### src/rtl/fifo_symbol_packer.sv
`default_nettype none
// ============================================================================
//  Module      : fifo_symbol_packer
//  Description : Drains W-bit symbols from an attached FIFO and packs K
//                consecutive symbols into one K*W-bit word. The first symbol
//                popped lands in the LSBs. Completed words are offered on a
//                valid/ready interface.
//
//                The FIFO only exposes its full flag, so the occupancy is
//                tracked here by mirroring the push/pop traffic. This shadow
//                count shares clock and reset with the FIFO, so both clear
//                together.
//
//  Ports       : clk         rising-edge clock, shared with the FIFO
//                reset       asynchronous active-low reset, shared with FIFO
//                fifo_push   copy of the upstream push strobe into the FIFO
//                fifo_full   FIFO full flag
//                fifo_out    FIFO head symbol (valid while level > 0)
//                fifo_pop    pop strobe to the FIFO
//                word_out    packed word, symbol i at [i*W +: W]
//                word_valid  word_out holds a complete word
//                word_ready  consumer accepts the word on valid & ready
//                level       shadow FIFO occupancy, 0..N
//
//  Revision    : 1.0  initial release
// ============================================================================
module fifo_symbol_packer #(
    parameter  int N  = 4,
    parameter  int W  = 2,
    parameter  int K  = 4,
    localparam int LW = $clog2(N + 1)
) (
    input  logic             clk,
    input  logic             reset,
    input  logic             fifo_push,
    input  logic             fifo_full,
    input  logic [W-1:0]     fifo_out,
    output logic             fifo_pop,
    output logic [K*W-1:0]   word_out,
    output logic             word_valid,
    input  logic             word_ready,
    output logic [LW-1:0]    level
);

    localparam int IW = (K > 1) ? $clog2(K) : 1;

    localparam logic [IW-1:0] C_LAST_IDX = IW'(K - 1);
    localparam logic [LW-1:0] C_LEVEL_MAX = LW'(N);

    typedef enum logic [0:0] {
        S_ACCUM = 1'b0,
        S_HOLD  = 1'b1
    } state_t;

    state_t          r_state;
    state_t          w_state_nxt;
    logic [IW-1:0]   r_idx;
    logic [K*W-1:0]  r_word;
    logic [LW-1:0]   r_level;
    logic [LW-1:0]   w_level_nxt;
    logic            w_level_nz;
    logic            w_acc_push;

    assign w_level_nz = (r_level != '0);

    // ------------------------------------------------------------------------
    // State register
    // ------------------------------------------------------------------------
    always_ff @(posedge clk or negedge reset) begin
        if (!reset) begin
            r_state <= S_ACCUM;
        end else begin
            r_state <= w_state_nxt;
        end
    end

    // ------------------------------------------------------------------------
    // Next state and pop strobe. The pop is forced low while reset is held so
    // the FIFO never sees a pop during its own reset.
    // ------------------------------------------------------------------------
    always_comb begin
        w_state_nxt = r_state;
        fifo_pop    = 1'b0;
        case (r_state)
            S_ACCUM: begin
                fifo_pop = reset & w_level_nz;
                if (fifo_pop && (r_idx == C_LAST_IDX)) begin
                    w_state_nxt = S_HOLD;
                end
            end
            S_HOLD: begin
                fifo_pop = reset & word_ready & w_level_nz;
                if (word_ready) begin
                    w_state_nxt = S_ACCUM;
                end
            end
            default: begin
                w_state_nxt = S_ACCUM;
            end
        endcase
    end

    // ------------------------------------------------------------------------
    // Shadow occupancy. A push into a full FIFO only lands if the same cycle
    // frees a slot. The clamps keep the count in range even if the full flag
    // and the shadow count were ever to disagree.
    // ------------------------------------------------------------------------
    assign w_acc_push = fifo_push & (~fifo_full | fifo_pop);

    always_comb begin
        w_level_nxt = r_level;
        if (w_acc_push && !fifo_pop) begin
            if (r_level != C_LEVEL_MAX) begin
                w_level_nxt = r_level + 1'b1;
            end
        end else if (!w_acc_push && fifo_pop) begin
            if (w_level_nz) begin
                w_level_nxt = r_level - 1'b1;
            end
        end
    end

    always_ff @(posedge clk or negedge reset) begin
        if (!reset) begin
            r_level <= '0;
        end else begin
            r_level <= w_level_nxt;
        end
    end

    // ------------------------------------------------------------------------
    // Packing datapath
    // ------------------------------------------------------------------------
    always_ff @(posedge clk or negedge reset) begin
        if (!reset) begin
            r_word <= '0;
            r_idx  <= '0;
        end else begin
            case (r_state)
                S_ACCUM: begin
                    if (fifo_pop) begin
                        for (int i = 0; i < K; i++) begin
                            if (r_idx == IW'(i)) begin
                                r_word[i*W +: W] <= fifo_out;
                            end
                        end
                        r_idx <= (r_idx == C_LAST_IDX) ? '0 : r_idx + 1'b1;
                    end
                end
                S_HOLD: begin
                    if (word_ready) begin
                        // A pop on the handshake cycle starts the next word
                        // immediately, so a steady stream has no bubble.
                        if (fifo_pop) begin
                            r_word <= (K*W)'(fifo_out);
                            r_idx  <= IW'(1);
                        end else begin
                            r_idx  <= '0;
                        end
                    end
                end
                default: begin
                    r_idx <= '0;
                end
            endcase
        end
    end

    assign word_out   = r_word;
    assign word_valid = (r_state == S_HOLD);
    assign level      = r_level;

endmodule
`default_nettype wire

### config.mk
export PLATFORM = sky130hd
export DESIGN_NAME = fifo_symbol_packer
export DESIGN_NICKNAME = d
export VERILOG_FILES = /design/src/rtl/fifo_symbol_packer.sv
export SDC_FILE = /design/constraint.sdc
export NUM_CORES = 1
export LEC_CHECK = 0
export CORE_ASPECT_RATIO = 1.1
export CORE_MARGIN = 3
export CORE_UTILIZATION = 43
export CTS_CLUSTER_SIZE = 20
export DETAILED_ROUTE_END_ITERATION = 8
export PLACE_DENSITY = 0.82
export SLEW_MARGIN = 20
export SYNTH_ARGS = -nofsm -noshare
export SYNTH_HDL_FRONTEND = slang
export SYNTH_SLANG_ARGS = --single-unit
### constraint.sdc
create_clock -name clk -period 2.1 [get_ports clk]
set_input_delay 0.21 -clock clk [delete_from_list [all_inputs] [get_ports clk]]
set_output_delay 0.21 -clock clk [all_outputs]
set_load 0.01 [all_outputs]
* Word-level counts from Yosys, hierarchy flattened
Index checks and enable logic that the tools add are counted.
Word-level totals: memory bits (writable) 0, memories kept 0, latch bits 0, output and inout bits 13, input bits 7, memory bits (read-only) 0, logic and storage cells 65, register bits 14
Operators by class: mux-type cells 21, shift operators 0, reductions and logical operators 15, equal/unequal tests 12, order comparisons 0, add/subtract/negate cells 3, $mul 0, divide/modulo/power cells 0, bitwise logic cells 7
Operators with widths (number):
- $mux W8 | 3
- $pmux W8 S2 | 1
- $reduce_and A4 Y1 | 4
- $mux W2 | 7
- $ne A2 B2 Y1 const B | 7
- $mux W3 | 4
- $and A1 B1 Y1 | 4
- $eq A2 B2 Y1 const B | 2
- $pmux W1 S2 | 2
- $pmux W2 S2 | 1
- $reduce_bool A2 Y1 | 2
- $add A3 B1 Y3 const B | 1
- $logic_and A1 B1 Y1 | 3
- $mux W1 | 3
- $ne A3 B3 Y1 const B | 1
- $reduce_and A3 Y1 | 1
- $reduce_bool A3 Y1 | 1
- $sub A3 B1 Y3 const B | 1
- $add A2 B1 Y2 const B | 1
- $eq A2 B1 Y1 const B | 1
- $logic_not A1 Y1 | 2
- $logic_not A2 Y1 | 1
- $ne A2 B1 Y1 const B | 1
- $not A1 Y1 | 2
- 2 further kinds | 2

* Longest topological paths before layout
Gate-level depths: netlist of run 1.
word-level depth 9, gate-level depth with buffers 7

* Least setup slack after synthesis of run 1
Ideal clock, no wire load.
path kind register to register, start register r_level[1], in the netlist level[1], end register r_level[2], in the netlist level[2], stages on the path, launching flop included 6, path slack -300 ps, buffers on the path 0, arrival time 2281 ps, path through dfrtp_1 o31ai_1 o21ai_0 fa_1 or4_1 a31o_1
Between the ends: word-level cells in the longest chain between the ends 9, elaborated cells on any way between the ends 21, classes of those cells add/sub: 2; eq/ne: 2; mux: 5; bitwise: 4; reduce/logical: 8
RTL lines:
- start, declared | RTL line 59 | logic [LW-1:0] r_level;
- start signal, assigned | RTL line 127 | r_level <= w_level_nxt;
- $reduce_bool A3 Y1 | RTL line 64 | assign w_level_nz = (r_level != '0);
- $and A1 B1 Y1, on equally long branches | RTL line 92, 86
- $pmux W1 S2 | RTL line 84 | case (r_state)
- $or A1 B1 Y1 | RTL line 108 | assign w_acc_push = fifo_push & (~fifo_full | fifo_pop);
- $and A1 B1 Y1 | RTL line 108
- $logic_not A1 Y1 | RTL line 116 | end else if (!w_acc_push && fifo_pop) begin
- $logic_and A1 B1 Y1 | RTL line 116
- $reduce_bool A2 Y1 (no line)
- $reduce_and A3 Y1 (no line)
Parallel ways exist; a longest one is shown, timed or not. The select of a mux whose other input is x is not followed. A chain may end at the register's enable or synchronous reset.

* Worst setup path after layout of run 1
Ends and elaborated chain as after synthesis.

==> results.sh, run 1 <==
export IMPL_status="finished clean"
export IMPL_gp_congestion=0.8523
export IMPL_wl_per_cell_um=15.50
export IMPL_finish_utilization_pct=65.28
export IMPL_fin_setup_tns_ps=0
export IMPL_tightest_slew_ps=455.8
export IMPL_setup_viol=0
export IMPL_grt_pass1_vias=801
export IMPL_cts_tree="yes"
export IMPL_netlist_top_cells_count="dfrtp_1, o21ai_0, nor2b_1, nand2_1, a31oi_1"
export IMPL_synth_top_cell_area_share_pct=42.23
export IMPL_synthAdderAreaFrac_pct=8.446
export IMPL_critPathLaunchType="flip-flop"
export IMPL_drtAntennaViolNets=0
export IMPL_die_w_um=47.88
export IMPL_hold_buffers=0
export IMPL_drive_above_1_share_pct=24.79
export IMPL_synthMuxAreaShare_pct=3.922
export IMPL_yosysWarnings=0
export IMPL_rsz0062_at_grt="no"
export IMPL_design_die_area_um2=2493
export IMPL_cts_root_buf="clkbuf_4"
export IMPL_ys_types=32
export IMPL_ys_flop_type="dfrtp_1"
export IMPL_dp_cells=131
export IMPL_slew_viol_final=0
export IMPL_std_cell_rows=16
export IMPL_syn_area_um2=829.5
export IMPL_grtUsageTotal_pct=18.98
export IMPL_antennaDiodeCount=0
export IMPL_grt_first_pass_wirelength_um=3394
export IMPL_insertion_delay_ps=280
export IMPL_use_met2_pct=30.62
export IMPL_reg2reg_to="level[2]"
export IMPL_synth_edff_count=0
export IMPL_core_um2=1802
export IMPL_first_pass_iters=4
export IMPL_via_count=786
export IMPL_routed_wl_um=2093
export IMPL_fin_nets=130
export IMPL_final_area_um2=1176
export IMPL_viasPerCell=5.822
export IMPL_fill_cells=164
export IMPL_cts_buffers=3
export IMPL_fin_skew_ps=8.671
export IMPL_top_usage_layer="met2"
export IMPL_final_cells=135
export IMPL_worst_slack_ps=70.90
export IMPL_syn_nets=95
export IMPL_cts_sinks=14
export IMPL_clock_path_buffers=2
export IMPL_pre_cts_slack_ps=-119.8
export IMPL_htree_levels=1
export IMPL_async_flop_share_pct=100.0
export IMPL_post_cts_setup_buffer_count=0
export IMPL_worst_ep_required_time_ps=2330
export IMPL_synth_area_leaders="dfrtp_1, o21ai_0, ha_1, nor2b_1, a31oi_1"
export IMPL_synth_compound_area_share_pct=23.23
export IMPL_io_buffers=19
export IMPL_period_minus_slack_ps=2029
export IMPL_antenna_found_initial=0
export IMPL_fmax_mhz=492.8
export IMPL_initial_core_util_pct=46.04
export IMPL_reg2regPathDepth=6
export IMPL_synth_avg_cell_area_um2=9.995
export IMPL_die_h_um=52.07
export IMPL_grt_max_degree=14
export IMPL_ys_seq_elements=14
export IMPL_arrival_ps=2260
export IMPL_finalPower_mw=1.681
export IMPL_path_clk_slew_ps=90
export IMPL_dpl_cell_area_um2=1145
export IMPL_yosysMostFrequentCell="dfrtp_1"
export IMPL_ios=20
export IMPL_hold_viol_final=0
export IMPL_slew_headroom_pct=69.55
export IMPL_endpoint_kind="flip-flop"
export IMPL_initialDrtViolationCount=10
export IMPL_period_share_pct=96.62
export IMPL_rrSetupSlack_ps=70
export IMPL_crit_fanout=2
export IMPL_hpwl_um=1538
export IMPL_hold_path_class="in -> async"
export IMPL_synth_top_area_cell="dfrtp_1"
export IMPL_syn2layout_area_growth_pct=41.78
export IMPL_synth_yosys_seq_area_share_pct=42.23
export IMPL_cellPowerDensity_nw_per_um2=1429
export IMPL_maxCapViolations=0
export IMPL_yosys_area_share_simple_pct=18.40
export IMPL_grtUsageMet1_pct=23.67
export IMPL_postSynthCellCount=83
export IMPL_gr_total_overflow=0
export IMPL_rr_startpoint="level[1]"
export IMPL_fin_hold_ws_ps=343.4
export IMPL_synth_xor_area_share_pct=0
export IMPL_leakage_nw=0.4873
export IMPL_drc=0
export IMPL_peakVddDrop_v=0.0006717
export IMPL_grtUsageMet3_pct=3.460
export IMPL_critPathKind="reg -> reg"
export IMPL_synth_top_family_by_area="compound AO/OA/AOI/OAI gates"
## state kept, by name, summed over array words and instances (netlist names)
name and count:
level 3, word_valid 1, r_idx 2, word_out 8
## worst max path at each step
stage	from	to	slack, ps	cells after the start
after floorplan	level[2]	level[2]	7	5
after global placement	reset	level[2]	-60	6
after detailed placement	word_ready	level[2]	-120	6
after CTS	level[2]	level[2]	30	6
after global routing	level[1]	level[2]	5	6
final	level[1]	level[2]	70	6
## layout make-up
type                       instances  area, um2  area share, %
sequential                        14      352.8          30.00
clock buffer                       4      26.28          2.234
multi-input combinational         64      471.7          40.11
timing repair buffer              32      286.5          24.36
inverter                           3      16.27          1.383
tap                               18      22.52          1.915
## cells in the final DEF (no fill, tap or decap)
cell	synthesis	layout
nand2_8	1	1
clkbuf_4	0	3
o22a_2	1	1
clkdlybuf4s50_1	0	18
inv_6	1	1
o22ai_1	2	2
dlygate4sd2_1	0	1
o41ai_1	1	1
nor3b_1	1	1
nand3b_1	1	1
nand2_1	7	7
mux2_2	2	2
buf_4	0	13
o21ai_0	11	10
or4_4	0	1
a21o_2	1	1
clkbuf_1	1	1
nand2b_1	1	1
a31o_1	1	1
o31ai_4	0	1
mux2i_1	1	1
a21oi_1	4	4
or2b_2	1	1
o31a_1	1	1
ha_1	4	4
nor2_1	2	2
nor2b_1	8	8
a211oi_1	1	1
inv_1	2	2
nor3_1	1	1
fa_2	0	1
o211ai_1	1	1
dfrtp_2	0	2
or3_1	1	1
o21ai_2	0	1
a31oi_1	6	6
dfrtp_1	14	12
## per-layer routing
layer | vias to the layer above | wire [um] | share of wire, %
met5 | - | 0 | 0
met2 | 25 | 1086 | 52
met1 | 390 | 911 | 44
met4 | 0 | 16 | 0.76
li1 | 369 | - | -
met3 | 2 | 78 | 3.7
## critical path: stages, from the launching register on
cell and delay (ps):
dfrtp_1 420, o31ai_4 290, o21ai_2 110, fa_2 360, or4_4 520, a21oi_1 160, a31o_1 110
## power by group
part / total, mW / switching (mW) / leakage (nW) / internal [mW]
registers: 0.492 / 0.0977 / 0.157 / 0.395
clock network: 0.166 / 0.0927 / 0.0150 / 0.0737
logic: 1.02 / 0.492 / 0.316 / 0.530
## cells by family (layout without fill, tap and decap cells)
| family | count (synthesis) | in the layout |
|---|---|---|
| compound gates | 31 | 31 |
| fa+ha+maj | 5 | 5 |
| buf+inv | 5 | 39 |
| flops | 14 | 14 |
| mux | 3 | 3 |
| simple gates | 25 | 25 |
## timing repair
item / 4_1_cts / 5_1_grt
setup endpoints to repair: 1 / 1
gates resized for setup: 1 / 2
pin swaps: 1 / 1
Power figures use the tool's default switching activity.
==> inputs of run 2 (changes only) <==
--- a/config.mk
+++ b/config.mk
@@ -5,6 +5,7 @@
 export SDC_FILE = /design/constraint.sdc
 export NUM_CORES = 1
 export LEC_CHECK = 0
+export CAP_MARGIN = 20
 export CORE_ASPECT_RATIO = 1.1
 export CORE_MARGIN = 3
 export CORE_UTILIZATION = 43
==> results of run 2 <==
Same layout as run 1: the final DEF is identical, and so are final timing and power.
==> variant: new RTL, config.mk and constraints of run 1 <==
Change the parameter `W` from 2 to 4.
--- a/src/rtl/fifo_symbol_packer.sv
+++ b/src/rtl/fifo_symbol_packer.sv
@@ -26,7 +26,7 @@
 // ============================================================================
 module fifo_symbol_packer #(
     parameter  int N  = 4,
-    parameter  int W  = 2,
+    parameter  int W  = 4,
     parameter  int K  = 4,
     localparam int LW = $clog2(N + 1)
 ) (
Ports: changed (resized fifo_out and word_out); port bits go from 20 to 30. The function was not compared with the original's and may differ.
==> variant against run 1 <==
Non-clock buffer count rose by 11; final area rose by 44%; sequential cell count rose by 8; critical path type unchanged; count of clock-buffer cells in the layout did not move; synthesized cell count rose by 57%; sequential share of layout area rose by 2.8 points; worst setup slack improved by 0.059 ns; total power rose by 46%; utilization fell by 0.73 points; die area rose by 41%; fmax rose by 3.0%; synthesized area rose by 48%; wire length rose by 50%.
==> variant: results (changes against run 1) <==
status=finished, final reports clean; RR Startpoint=level[0]; PortBufs=29 (+10); Max IR drop VDD=0.873 mV (+30%); first-pass GRT wire length=5.40 mm (+59%); Synthesized Nets=144 (+52%); CP Max Fanout=4 (+2); worst reg2reg path depth=7 (+1); DR WL/cell=15.4 µm (-0.66%); register area share after synthesis=45.0% (+2.8 points); htree depth=1 (unchanged); Critical Path Max Stage Delay=0.43 ns (-0.09 ns); synth unique cells=32 (unchanged); share of cells above drive strength 1=19.1% (-5.7 points); synth top area cells=dfrtp_1 45%, nand2_1 6.1%, o21ai_0 4.9%; top post-synthesis cells by count=22 x dfrtp_1, 20 x nand2_1, 12 x o21ai_0; GPL Wtd Cong=0.821 (-3.7%); clk_lat worst skew=0.30 ns (+0.02 ns); dpl hpwl=2.37 mm (+54%); Final nets=188 (+45%); gate count after technology mapping=130 (+57%); final hold slack=0.328 ns (-0.0158 ns); delay-heaviest family, CP=simple AND/OR/NAND/NOR gates; largest net degree at the start of global routing=25 (+11); placed cells=200 (+53%); skew final=0.00632 ns (-0.00235 ns); vias in the first global route=1223 (+53%); Placed Area=1650 µm² (+44%); r2r setup slk=0.13 ns (+0.06 ns); initial drt markers=47 (+37); crit path max-delay cell type=dfrtp_2; max reg flops=16 (+8); Total GRT Usage=19.7% (+0.76 points); crit path DAT=2.12 ns (-0.14 ns)
-- variant: what timing repair did --
item | CTS | global route
gates resized for setup | 3 | 0
hold buffers | 0 | 0
endpoints found under the setup margin | 1 | 0
-- variant: layout make-up --
| cell class | count | area, µm² |
|---|---|---|
| Fill cell | 220 | 927 |
| Multi-Input combinational cell | 99 | 641 |
| Timing Repair Buffer | 43 | 394 |
| Clock buffer | 4 | 36.3 |
| Inverter | 5 | 23.8 |
| Tap cell | 31 | 38.8 |
| Sequential cell | 22 | 554 |
-- variant: routing by layer --
layer	wire, µm	share of wire (%)	vias to the layer above	global-route usage [%]
li1	-	-	541	-
met1	1220	39	560	21.6
met2	1690	54	43	38.0
met3	153	4.9	8	2.48
met4	82	2.6	0	10.6
met5	0	0	-	0
-- variant: worst register-to-register path, delay by kind of cell, from the launching register on --
| kind | cells | cell delay (ns) |
|---|---|---|
| compound gates | 2 | 0.33 |
| fa+ha+maj | 1 | 0.41 |
| flops | 1 | 0.43 |
| simple gates | 4 | 0.64 |
-- variant: worst max-delay path by stage --
| stage | slack (ns) | endpoint | cells past startpoint | start |
|---|---|---|---|---|
| finish | 0.13 | level[2] | 7 | level[0] |
| global route | 0.04 | level[1] | 8 | level[2] |
| CTS | 0.15 | level[2] | 7 | level[0] |
| detailed placement | -0.05 | level[1] | 9 | reset |
| global placement | -0.04 | fifo_pop | 6 | reset |
| floorplan | 0.01 | level[1] | 10 | word_valid |
-- variant: cell families after synthesis --
logic type | count (synthesis) | share of synthesized area, %
AOI/OAI and AO/OA | 33 | 16.7
buffers and inverters | 9 | 3.89
DFF | 22 | 45.0
muxes | 5 | 5.83
adders and majority gates | 5 | 5.73
and+or+nand+nor | 55 | 22.2
xor gates and xnor gates | 1 | 0.716
-- variant: where the power goes --
group | switching (µW) | total [µW] | leakage, µW | internal [µW]
logic | 695 | 1460 | 0.000482 | 761
clock network | 127 | 232 | 0.0000210 | 106
registers | 144 | 761 | 0.000241 | 617
-- variant: metrics by stage --
step | power [µW] | TNS (ns) | util [%] | worst slack, ns
floorplan | 1600 | 0 | - | 0.00958
finish | 2450 | 0 | 64.5 | 0.130
global placement | 2140 | -0.0534 | 63.0 | -0.0405
CTS | 2470 | 0 | 64.5 | 0.146
global route | 2660 | 0 | 64.5 | 0.0431
detailed placement | 2220 | -0.114 | 63.0 | -0.0523
